## config.mk

```make
export PLATFORM = sky130hd
export DESIGN_NAME = instr_encoder
export DESIGN_NICKNAME = d
export VERILOG_FILES = /design/src/rtl/instr_encoder.sv
export SDC_FILE = /design/constraint.sdc
export NUM_CORES = 1
export LEC_CHECK = 0
export CORE_MARGIN = 10
export CORE_UTILIZATION = 42
export CTS_CLUSTER_SIZE = 30
export DETAILED_ROUTE_END_ITERATION = 7
export PLACE_DENSITY = 0.81
export SLEW_MARGIN = 25
export SYNTH_ARGS = -nofsm -noshare
export SYNTH_HDL_FRONTEND = slang
export SYNTH_SLANG_ARGS = --single-unit
```

## constraint.sdc

```tcl
create_clock -name clk -period 2.9 [get_ports clk]
set_clock_uncertainty 0.2 [all_clocks]
set_input_delay 0.29 -clock clk [delete_from_list [all_inputs] [get_ports clk]]
set_output_delay 0.29 -clock clk [all_outputs]
set_load 0.05 [all_outputs]
```

## src/rtl/instr_encoder.sv

```systemverilog
// instr_encoder: packs raw RV32 instruction fields into a 32-bit word and
// presents it, with its instruction-memory byte address, on a
// valid/ready output register stage.
//
// Build option: define INSTR_ENC_RANGE_CHECK_EN to reject immediates that
// do not fit their format (and reserved fmt 6/7). A rejected input is
// consumed, flagged on enc_err for one cycle and never reaches the output.
// Without the macro every input is encoded by silent truncation, fmt 6/7
// become a NOP, and enc_err is constant 0.
module instr_encoder #(
  parameter logic [31:0] BASE_ADDR = 32'h0000_0000
) (
  input  logic        clk,
  input  logic        rst,
  input  logic        in_valid,
  output logic        in_ready,
  input  logic [2:0]  fmt,
  input  logic [6:0]  opcode,
  input  logic [4:0]  rd,
  input  logic [4:0]  rs1,
  input  logic [4:0]  rs2,
  input  logic [2:0]  funct3,
  input  logic [6:0]  funct7,
  input  logic [31:0] imm,
  output logic        out_valid,
  input  logic        out_ready,
  output logic [31:0] instr,
  output logic [31:0] out_addr,
  output logic        enc_err
);

  typedef enum logic [2:0] {
    FMT_R = 3'd0,
    FMT_I = 3'd1,
    FMT_S = 3'd2,
    FMT_B = 3'd3,
    FMT_U = 3'd4,
    FMT_J = 3'd5
  } fmt_e;

  localparam logic [31:0] NOP = 32'h0000_0013;

  logic        out_valid_q;
  logic [31:0] instr_q;
  logic [31:0] out_addr_q;
  logic        enc_err_q;

  logic [31:0] instr_d;
  logic        bad_d;
  logic        accept;
  logic        out_fire;

  // Single register stage: a new word may enter when the slot is empty or
  // is being emptied in this same cycle.
  assign in_ready = !out_valid_q || out_ready;
  assign accept   = in_valid && in_ready;
  assign out_fire = out_valid_q && out_ready;

  // Pack the fields of the presented input according to its format.
  always_comb begin
    // NOTE: instr_d gets a default before the case so no path leaves it
    // unassigned, which would otherwise infer a latch.
    instr_d = NOP;
    case (fmt)
      FMT_R: instr_d = {funct7, rs2, rs1, funct3, rd, opcode};
      FMT_I: instr_d = {imm[11:0], rs1, funct3, rd, opcode};
      FMT_S: instr_d = {imm[11:5], rs2, rs1, funct3, imm[4:0], opcode};
      FMT_B: instr_d = {imm[12], imm[10:5], rs2, rs1, funct3,
                        imm[4:1], imm[11], opcode};
      FMT_U: instr_d = {imm[31:12], rd, opcode};
      FMT_J: instr_d = {imm[20], imm[10:1], imm[11], imm[19:12], rd, opcode};
      default: instr_d = NOP;
    endcase
  end

`ifdef INSTR_ENC_RANGE_CHECK_EN
  // Flag immediates that would lose information when packed, and reserved formats.
  always_comb begin
    bad_d = 1'b0;
    case (fmt)
      FMT_R:        bad_d = 1'b0;
      FMT_I, FMT_S: bad_d = (imm[31:11] != {21{imm[11]}});
      FMT_B:        bad_d = (imm[31:12] != {20{imm[12]}}) || imm[0];
      FMT_U:        bad_d = (imm[11:0] != 12'd0);
      FMT_J:        bad_d = (imm[31:20] != {12{imm[20]}}) || imm[0];
      default:      bad_d = 1'b1;
    endcase
  end
`else
  assign bad_d = 1'b0;
`endif

  // Output register stage, address counter and error pulse.
  always_ff @(posedge clk) begin
    // NOTE: state updates use non-blocking assignments so every register
    // samples pre-edge values regardless of statement order.
    if (rst) begin
      out_valid_q <= 1'b0;
      instr_q     <= 32'd0;
      out_addr_q  <= BASE_ADDR;
      enc_err_q   <= 1'b0;
    end else begin
      enc_err_q <= accept && bad_d;
      if (out_fire) begin
        out_addr_q <= out_addr_q + 32'd4;
      end
      if (accept && !bad_d) begin
        out_valid_q <= 1'b1;
        instr_q     <= instr_d;
      end else if (out_fire) begin
        out_valid_q <= 1'b0;
      end
    end
  end

  assign out_valid = out_valid_q;
  assign instr     = instr_q;
  assign out_addr  = out_addr_q;
  assign enc_err   = enc_err_q;

endmodule

```

Word-level counts from Yosys, hierarchy flattened

Index checks and enable logic that the tools add are counted.

Add/subtract/negate cells: 1
Equal/unequal tests: 5
Muxes and demuxes: 3
Reductions and logical operators: 6

Operator list:

| kind                                                | number |
|---|---|
| one-hot mux 32 bit (6 select lines)                 | 1 |
| adder 32 x 3 -> 32 bit, second input constant       | 1 |
| equality test 3 x 2 -> 1 bit, second input constant | 2 |
| equality test 3 bit, second input constant          | 2 |
| equality test 3 x 1 -> 1 bit, second input constant | 1 |
| logical NOT 3 bit                                   | 1 |
| logical AND 1 bit                                   | 2 |
| 2-to-1 mux 1 bit                                    | 2 |
| nonzero test 2 bit                                  | 1 |
| logical NOT 1 bit                                   | 1 |
| logical OR 1 bit                                    | 1 |

Register bits: 65
Input port bits: 71
Output and inout port bits: 67
Logic and storage cells: 18

Longest topological paths before layout

Gate-level depths: netlist (run 1).

Depth after elaboration: 4
Mapped depth: 7
Gate-level depth less buffers: 5

Worst setup path after synthesis (run 1)

OpenSTA, ideal clock, no wires.

Path kind: register to register
From: register out_addr_q[2], in the netlist out_addr[2]
To: register out_addr_q[26], in the netlist out_addr[26]
Library setup time: 0.070 ns
Data arrival time: 2.287 ns
Required time: 2.630 ns
Path slack: 0.342 ns
Cell stages (with the launch flop): 7
Clock period less this slack: 2.558 ns
Path through: dfxtp_1 > ha_1 > nand2_1 > or4_1 > buf_2 > or4_1 > a21oi_1

Longest elaborated chain between the ends: 1

Ends and longest elaborated chain:

| item                   | line | RTL |
|---|---|---|
| start, declared        | 45   | `logic [31:0] out_addr_q;` |
| start signal, assigned | 105  | `out_addr_q <= out_addr_q + 32'd4;` |
| adder 32 x 3 -> 32 bit | 105  |  |

Every way passes these cells.
A chain may end at the register's enable or synchronous reset.

Worst setup path in the final report (run 1)

From: register out_addr_q[2], in the netlist out_addr[2]
To: register out_addr_q[22], in the netlist out_addr[22]

Same word-level chain as after synthesis.

==> impl_metrics.py, run 1 <==
metrics = {
    "critical_path": {
        "crit_slowest_cell": "or4_1",
        "rr_startpoint": "out_addr[2]",
        "cp-start-kind": "register",
        "crit_arrival_ps": 2570,
        "crit_path_frequent_cell": "or4_1",
        "crit_type": "register to register",
        "setup.worst_path.start": "out_addr[2]",
        "end_kind": "register",
        "cp_top_family": "simple AND/OR/NAND/NOR gates",
        "path_cells": "ha_1 > nand2_1 > or4_1 > or4_1 > a21oi_1",
        "reg2reg_slack_ps": 400,
        "r2r_end": "out_addr[22]",
        "ff2ff_path_depth": 5,
        "crit_path_max_fanout": 18,
        "critPathMaxStageDelay_ps": 770,
        "cp.required_ps": 2970,
        "critPathBufInv": 0,
    },
    "timing": {
        "whs_ps": 163.5,
        "worst_slack_ps": 399.3,
        "max_freq_ghz": 0.3999,
        "final-setup-viol-count": 0,
        "relSlewSlack": 0.3823,
        "tns_ps": 0,
        "layout_min_cycle_time_ps": 2501,
        "fin_crit_sh": 0.8623,
        "slew_violations": 0,
        "finalHoldViolations": 0,
        "tightest_slew_ps": 926.6,
        "rsz0062_at_grt": "no",
    },
    "logic_synthesis": {
        "synth_cells": 375,
        "synthTopCellsByCount": "dfxtp_1 (63), nor2_1 (38), a21oi_1 (34)",
        "syn_area_um2": 3039,
        "synth_edf_count": 0,
        "async_flop_share": 0,
        "synthFlopType": "dfxtp_1",
        "synth_cell_types": 38,
        "seq_area_frac_synth": 0.4150,
        "synth_warnings": 0,
        "synth_top_cell_by_area": "dfxtp_1",
        "netlist_top_cells_area": "dfxtp_1 (41%), a221oi_1 (5.8%), a21oi_1 (5.6%)",
        "synth_most_common_cell": "dfxtp_1",
        "ys_seq_elements": 63,
        "syn_area_per_cell_um2": 8.104,
        "yosysTopAreaCellShare": 0.4150,
    },
    "detailed_routing": {
        "via_per_inst": 5.561,
        "drt_iter0_markers": 149,
        "drt_pass1_iterations": 4,
        "routed_wirelength_um": 10440,
        "drc": 0,
        "drt-wirelength-per-cell_um": 17.28,
        "vias": 3359,
        "drtAntennaViolNets": 0,
    },
    "die": {
        "die-area_um2": 11040,
        "dieWidth_um": 105.1,
        "initial_utilization": 0.4400,
        "num_rows": 30,
        "fp.dieH_um": 105.1,
        "core_area_um2": 6907,
        "pin_count": 138,
    },
    "power_and_ir_drop": {
        "ir_worst_vdd_v": 0.0002796,
        "leakagePower_nw": 1.629,
        "power.total_mw": 2.309,
        "power.density_nw_per_um2": 490.3,
    },
    "min_path": {
        "hp-class": "input pin to register",
        "min_delay_worst_endpoint": "out_addr[13]",
        "hold_depth": 2,
        "hold_path.startpoint": "rst",
    },
    "run": {
        "cap_violations": 0,
    },
    "clocking": {
        "numCtsBuffers": 9,
        "cts.repair.resized": 0,
        "clockBufferDepth": 2,
        "post_cts_buffers": 0,
        "clk_pin_slew_ps": 80,
        "clk_latency_ps": 330,
        "cts_root_buffer": "clkbuf_8",
        "cts.sinks": 63,
        "htreeDepth": 3,
        "hold_buffers": 0,
        "cts_tree": "built",
    },
    "global_routing": {
        "grt_pass1_vias": 3300,
        "grtUsageTotal": 0.1846,
        "grt_max_degree": 29,
        "grt_pass1_wl_um": 16970,
        "antenna_found_initial": 0,
        "grt_overflow": 0,
    },
    "layout": {
        "nets": 575,
        "finalCoreUtilization": 0.6819,
        "drive_gt1_frac": 0.05906,
        "layout.cells.non_filler": 604,
        "diodes": 0,
        "synthToLayoutAreaGrowth_pct": 54.96,
        "final_area_um2": 4710,
    },
    "place": {
        "hpwl_um": 8018,
        "pre_cts_ws_ps": 202.1,
        "portBuffers": 134,
        "gp_congestion": 0.8643,
        "dp_cells": 588,
        "postPlaceCellArea_um2": 4464,
    },
    "status": {
        "status": "completed",
    },
}
power by group:
part           internal (mW)  switching (mW)
sequential             0.899          0.0195
clock                  0.574           0.354
combinational          0.199           0.264
flip-flops by register name, indices dropped and copies added, names as in the netlist:
signal / flops
instr: 32
out_valid: 1
out_addr: 30
worst reg2reg max path, delay by kind of cell, from the launching register on:
kind            cells  cell delay [ps]
simple gates        3             1440
flops               1              440
fa+ha+maj           1              210
compound gates      1              150
layout make-up:
class                   count  area, um2
repair buffers            145       1431
flip-flops and latches     63       1261
well taps                  96      120.1
clock buffers               9      123.9
clock inverters             7      121.4
inverters                   5      18.77
multi-input cells         279       1633
fillers                   601       2197
logic make-up after synthesis:
family                     count (synthesis)  share of synthesized area
AOI/OAI and AO/OA                         93                     0.1943
xor gates and xnor gates                   8                    0.02305
adders and majority gates                  1                   0.004116
buffers and inverters                     35                    0.05022
DFF                                       63                     0.4150
muxes                                      9                    0.03005
other                                      1                   0.001234
and+or+nand+nor                          165                     0.2820
routing by layer:
metal,global-route usage,part of all wire,vias up
met1,0.2166,0.42,1612
met2,0.3167,0.52,104
li1,-,-,1637
met5,0,0,-
met3,0.05037,0.053,6
met4,0.06078,0.0090,0
cells in the final DEF (no fill, tap or decap), drive strengths merged, types with 5 or more instances in the layout:
cell / n
a221oi: 20
or3: 9
a21oi: 34
nand4: 7
o21ai: 20
nor3b: 5
or4: 14
dfxtp: 63
nor2: 38
nand3: 13
buf: 12
clkinv: 5
o31ai: 12
nor3: 29
clkdlybuf4s50: 133
clkbuf: 9
nand2: 31
mux2i: 8
worst max path at each step:
stage | to | cells past startpoint
2_1_floorplan | out_addr[26] | 6
3_3_place_gp | out_addr[22] | 5
3_5_place_dp | out_addr[22] | 5
4_1_cts | out_addr[22] | 5
5_1_grt | out_addr[22] | 5
6_report | out_addr[22] | 5
Power figures use the tool's default switching activity.
==> inputs of run 2 (changes only) <==
--- a/config.mk
+++ b/config.mk
@@ -9,6 +9,7 @@
 export CORE_UTILIZATION = 42
 export CTS_CLUSTER_SIZE = 30
 export DETAILED_ROUTE_END_ITERATION = 7
+export GPL_TIMING_DRIVEN = 0
 export PLACE_DENSITY = 0.81
 export SLEW_MARGIN = 25
 export SYNTH_ARGS = -nofsm -noshare
==> constraint.sdc (replaced) <==
create_clock -name clk -period 2.9 [get_ports clk]
set_clock_uncertainty 0.2 [all_clocks]
set_input_delay 0.58 -clock clk [delete_from_list [all_inputs] [get_ports clk]]
set_output_delay 0.58 -clock clk [all_outputs]
set_load 0.05 [all_outputs]
==> impl_metrics.py, run 2 (synthesis gave the netlist of run 1 again) <==
metrics = {
    "status": {
        "status": "completed",
    },
    "timing": {
        "max_freq_ghz": 0.3606,
        "final-setup-viol-count": 0,
        "relSlewSlack": 0.4271,
        "layout_min_cycle_time_ps": 2773,
        "whs_ps": 262.7,
        "fin_crit_sh": 0.9562,
        "finalHoldViolations": 0,
        "tightest_slew_ps": 857.5,
        "rsz0062_at_grt": "no",
        "tns_ps": 0,
        "slew_violations": 0,
    },
    "power_and_ir_drop": {
        "power.total_mw": 2.150,
        "ir_worst_vdd_v": 0.0003130,
        "power.density_nw_per_um2": 459.2,
        "leakagePower_nw": 1.590,
    },
    "global_routing": {
        "grt_pass1_wl_um": 17370,
        "antenna_found_initial": 0,
        "grt_pass1_vias": 3381,
        "grt_max_degree": 13,
        "grt_overflow": 0,
        "grtUsageTotal": 0.1910,
    },
    "die": {
        "initial_utilization": 0.4400,
        "pin_count": 138,
        "fp.dieH_um": 105.1,
        "dieWidth_um": 105.1,
        "die-area_um2": 11040,
        "num_rows": 30,
        "core_area_um2": 6907,
    },
    "detailed_routing": {
        "routed_wirelength_um": 10910,
        "via_per_inst": 5.560,
        "drt_pass1_iterations": 5,
        "vias": 3453,
        "drt-wirelength-per-cell_um": 17.56,
        "drt_iter0_markers": 176,
        "drtAntennaViolNets": 0,
        "drc": 0,
    },
    "layout": {
        "layout.cells.non_filler": 621,
        "multi_input_area_um2": 1633,
        "nets": 592,
        "layout_commonest_cell": "clkdlybuf4s50_1",
        "synthToLayoutAreaGrowth_pct": 54.10,
        "drive_gt1_frac": 0.04571,
        "finalCoreUtilization": 0.6781,
        "final_cell_mix": "clkdlybuf4s50_1 (131), dfxtp_1 (63), nor2_1 (38)",
        "diodes": 0,
        "ff_latch_area_um2": 1261,
        "nFillCells": 600,
        "largest_register_ffs": 32,
    },
    "clocking": {
        "cts_tree": "built",
        "clk_latency_ps": 340,
        "numCtsBuffers": 9,
        "cts.sinks": 63,
        "cts_root_buffer": "clkbuf_8",
        "htreeDepth": 3,
        "clk_pin_slew_ps": 70,
        "clockBufferDepth": 2,
    },
    "critical_path": {
        "crit_slowest_cell": "clkdlybuf4s50_1",
        "r2r_end": "out_addr[26]",
        "crit_path_max_fanout": 6,
        "cp-start-kind": "input pin",
        "reg2reg_slack_ps": 500,
        "crit_arrival_ps": 1990,
        "ff2ff_path_depth": 6,
        "rr_startpoint": "out_addr[2]",
        "critPathBufInv": 2,
        "end_kind": "primary output",
        "cp_top_family": "buffers and inverters",
        "crit_type": "input pin to primary output",
        "path_cells": "clkdlybuf4s50_1 > or2b_1 > dlygate4sd2_1",
        "cp.required_ps": 2120,
        "setup.worst_path.start": "out_ready",
        "critPathMaxStageDelay_ps": 620,
    },
    "run": {
        "cap_violations": 0,
    },
    "place": {
        "portBuffers": 132,
        "gp_congestion": 0.8975,
        "dp_cells": 605,
        "hpwl_um": 8505,
    },
    "min_path": {
        "hold_path.startpoint": "instr[23]",
        "min_delay_worst_endpoint": "instr[23]",
        "hold_depth": 2,
        "hp-class": "register to register",
    },
}
==> run 2: cell count changes in the layout (fill, tap and decap cells not counted), sizes merged, moves of 2 or more <==
cell           before  now
clkbuf              9   32
clkinvlp            0    2
clkdlybuf4s50     133  131
bufinv              3    1
buf                12    7
==> run 2: where the power goes <==
part,switching (mW),internal (mW),leakage [nW]
clock,0.372,0.398,0.0956
combinational,0.268,0.194,0.980
sequential,0.0199,0.899,0.514
==> run 2: cell type report <==
class | count | share of cell area
well taps | 96 | 0.02565
clock inverters | 7 | 0.01550
clock buffers | 9 | 0.02645
repair buffers | 132 | 0.2819
multi-input cells | 279 | 0.3487
plain buffers | 30 | 0.02859
inverters | 5 | 0.004007
flip-flops and latches | 63 | 0.2693
==> run 2: stage by stage <==
step	instance area, um2	worst slack [ps]
2_1_floorplan	3047	342.1
3_3_place_gp	4488	-138.0
5_1_grt	4683	22.60
4_1_cts	4683	130.5
6_report	4683	127.0
3_5_place_dp	4488	-141.5
==> run 2: worst max path at each step <==
stage | cells past startpoint | endpoint | slack (ps)
after floorplan | 6 | out_addr[26] | 340
after global placement | 7 | out_addr[31] | -140
after detailed placement | 7 | out_addr[19] | -140
after CTS | 3 | in_ready | 130
after global routing | 7 | out_addr[21] | 20
final | 3 | in_ready | 130
==> run 2: tightest hold or removal path: cells and delay by family (launching register included) <==
family	cells	cell delay (ps)
AO/OA/AOI/OAI	1	50
flip-flops	1	320
AND/OR/NAND/NOR	1	50
==> run 2: what timing repair did <==
| item | CTS | global route |
|---|---|---|
| hold buffers | 0 | 0 |
| setup buffers | 0 | 0 |
| endpoints found under the setup margin | 1 | 0 |
| gates resized for setup | 1 | 0 |
==> run 2: metal layers <==
metal,share of wire,global-route usage
met5,0,0
met4,0.020,0.07647
met3,0.073,0.05590
met2,0.50,0.3247
met1,0.41,0.2193
==> inputs of run 3 (changes only) <==
--- a/config.mk
+++ b/config.mk
@@ -11,7 +11,8 @@
 export DETAILED_ROUTE_END_ITERATION = 7
 export GPL_TIMING_DRIVEN = 0
 export PLACE_DENSITY = 0.81
-export SLEW_MARGIN = 25
+export REMOVE_ABC_BUFFERS = 1
+export SLEW_MARGIN = 20
 export SYNTH_ARGS = -nofsm -noshare
 export SYNTH_HDL_FRONTEND = slang
 export SYNTH_SLANG_ARGS = --single-unit
==> impl_metrics.py, run 3 (synthesis gave the netlist of run 1 again) <==
metrics = {
    "clocking": {
        "hold_buffers": 0,
        "cts_tree": "built",
        "cts_root_buffer": "clkbuf_8",
        "clk_latency_ps": 330,
        "post_cts_buffers": 0,
        "clockBufferDepth": 2,
        "numCtsBuffers": 9,
        "htreeDepth": 3,
        "clk_pin_slew_ps": 70,
        "cts.sinks": 63,
    },
    "timing": {
        "fin_crit_sh": 0.9442,
        "finalHoldViolations": 0,
        "rsz0062_at_grt": "no",
        "slew_violations": 0,
        "tns_ps": 0,
        "max_freq_ghz": 0.3652,
        "relSlewSlack": 0.2832,
        "tightest_slew_ps": 1073,
        "final-setup-viol-count": 0,
        "layout_min_cycle_time_ps": 2738,
    },
    "detailed_routing": {
        "drc": 0,
        "drt-wirelength-per-cell_um": 17.00,
        "via_per_inst": 5.486,
        "vias": 3253,
        "drt_iter0_markers": 125,
        "drtAntennaViolNets": 0,
        "routed_wirelength_um": 10080,
        "drt_pass1_iterations": 4,
    },
    "critical_path": {
        "crit_type": "input pin to primary output",
        "ff2ff_path_depth": 5,
        "crit_path_max_fanout": 6,
        "cp-start-kind": "input pin",
        "r2r_end": "out_addr[30]",
        "setup.worst_path.start": "out_ready",
        "end_kind": "primary output",
        "crit_arrival_ps": 1960,
        "rr_startpoint": "out_addr[2]",
        "reg2reg_slack_ps": 530,
        "worstSetupEndpoint": "in_ready",
        "cp.required_ps": 2120,
    },
    "layout": {
        "final_cell_mix": "clkdlybuf4s50_1 (131), dfxtp_1 (63), nor2_1 (37)",
        "drive_gt1_frac": 0.04829,
        "layout_commonest_cell": "clkdlybuf4s50_1",
        "diodes": 0,
        "nets": 565,
        "layout.cells.non_filler": 593,
        "final_area_um2": 4581,
        "synthToLayoutAreaGrowth_pct": 50.72,
        "largest_register_ffs": 32,
    },
    "place": {
        "dp_cells": 578,
        "gp_congestion": 0.7931,
        "portBuffers": 134,
        "postPlaceCellArea_um2": 4389,
        "hpwl_um": 7462,
    },
    "global_routing": {
        "grtUsageTotal": 0.1751,
        "grt_max_degree": 33,
        "grt_pass1_vias": 3178,
        "grt_overflow": 0,
        "antenna_found_initial": 0,
        "grt_pass1_wl_um": 16150,
    },
    "die": {
        "num_rows": 30,
        "initial_utilization": 0.4400,
        "die-area_um2": 11040,
        "pin_count": 138,
        "dieWidth_um": 105.1,
        "fp.dieH_um": 105.1,
        "core_area_um2": 6907,
    },
    "power_and_ir_drop": {
        "ir_worst_vdd_v": 0.0002130,
        "power.total_mw": 2.072,
        "power.density_nw_per_um2": 452.3,
        "leakagePower_nw": 1.557,
    },
    "run": {
        "cap_violations": 0,
    },
    "status": {
        "status": "completed",
    },
    "min_path": {
        "hp-class": "register to register",
    },
}
-- run 3: changes by cell type in the layout (fill, tap and decap cells not counted), sizes merged --
| cell | change |
|---|---|
| clkbuf | -19 |
| buf | -5 |
| bufinv | -1 |
| clkinv | -1 |
| clkinvlp | -1 |
| inv | -1 |
-- run 3: worst min path at each step --
stage	to	cells after the start	startpoint
after floorplan	instr[20]	1	rst
after global placement	instr[21]	2	instr[21]
after detailed placement	instr[20]	2	instr[20]
after CTS	instr[20]	2	instr[20]
after global routing	instr[20]	2	instr[20]
final	instr[20]	2	instr[20]
-- run 3: layer usage --
layer / vias to the layer above / part of all wire / track usage
li1: 1613 / - / -
met1: 1498 / 0.40 / 0.1863
met2: 132 / 0.47 / 0.2838
met3: 10 / 0.12 / 0.1014
met4: 0 / 0.011 / 0.06078
met5: - / 0 / 0
-- run 3: what timing repair did --
item | CTS | global route
endpoints found under the setup margin | 13 | 19
endpoints found under the hold margin | 0 | 0
gates resized for setup | 2 | 6
-- run 3: layout make-up --
class	count	area [um2]
clock buffers	12	165.2
inverters	5	18.77
repair buffers	135	1350
multi-input cells	279	1648
well taps	96	120.1
clock inverters	3	17.52
fillers	614	2326
flip-flops and latches	63	1261
-- run 3: worst max-delay path: stages --
cell and delay [ps]:
clkdlybuf4s50_1 610, or2b_1 200, dlygate4sd2_1 560
-- run 3: through the flow --
step	worst slack (ps)	utilization	hold slack, ps
2_1_floorplan	242.4	-	449.1
3_3_place_gp	-548.2	0.6333	238.9
3_5_place_dp	-561.5	0.6355	249.1
4_1_cts	46.93	0.6616	260.7
5_1_grt	45.92	0.6632	269.3
6_report	161.7	0.6632	258.4
-- run 3: where the power goes --
group	internal (mW)	leakage (nW)	total (mW)	switching, mW
combinational	0.190	0.948	0.451	0.261
sequential	0.899	0.514	0.920	0.0203
clock	0.373	0.0942	0.702	0.329
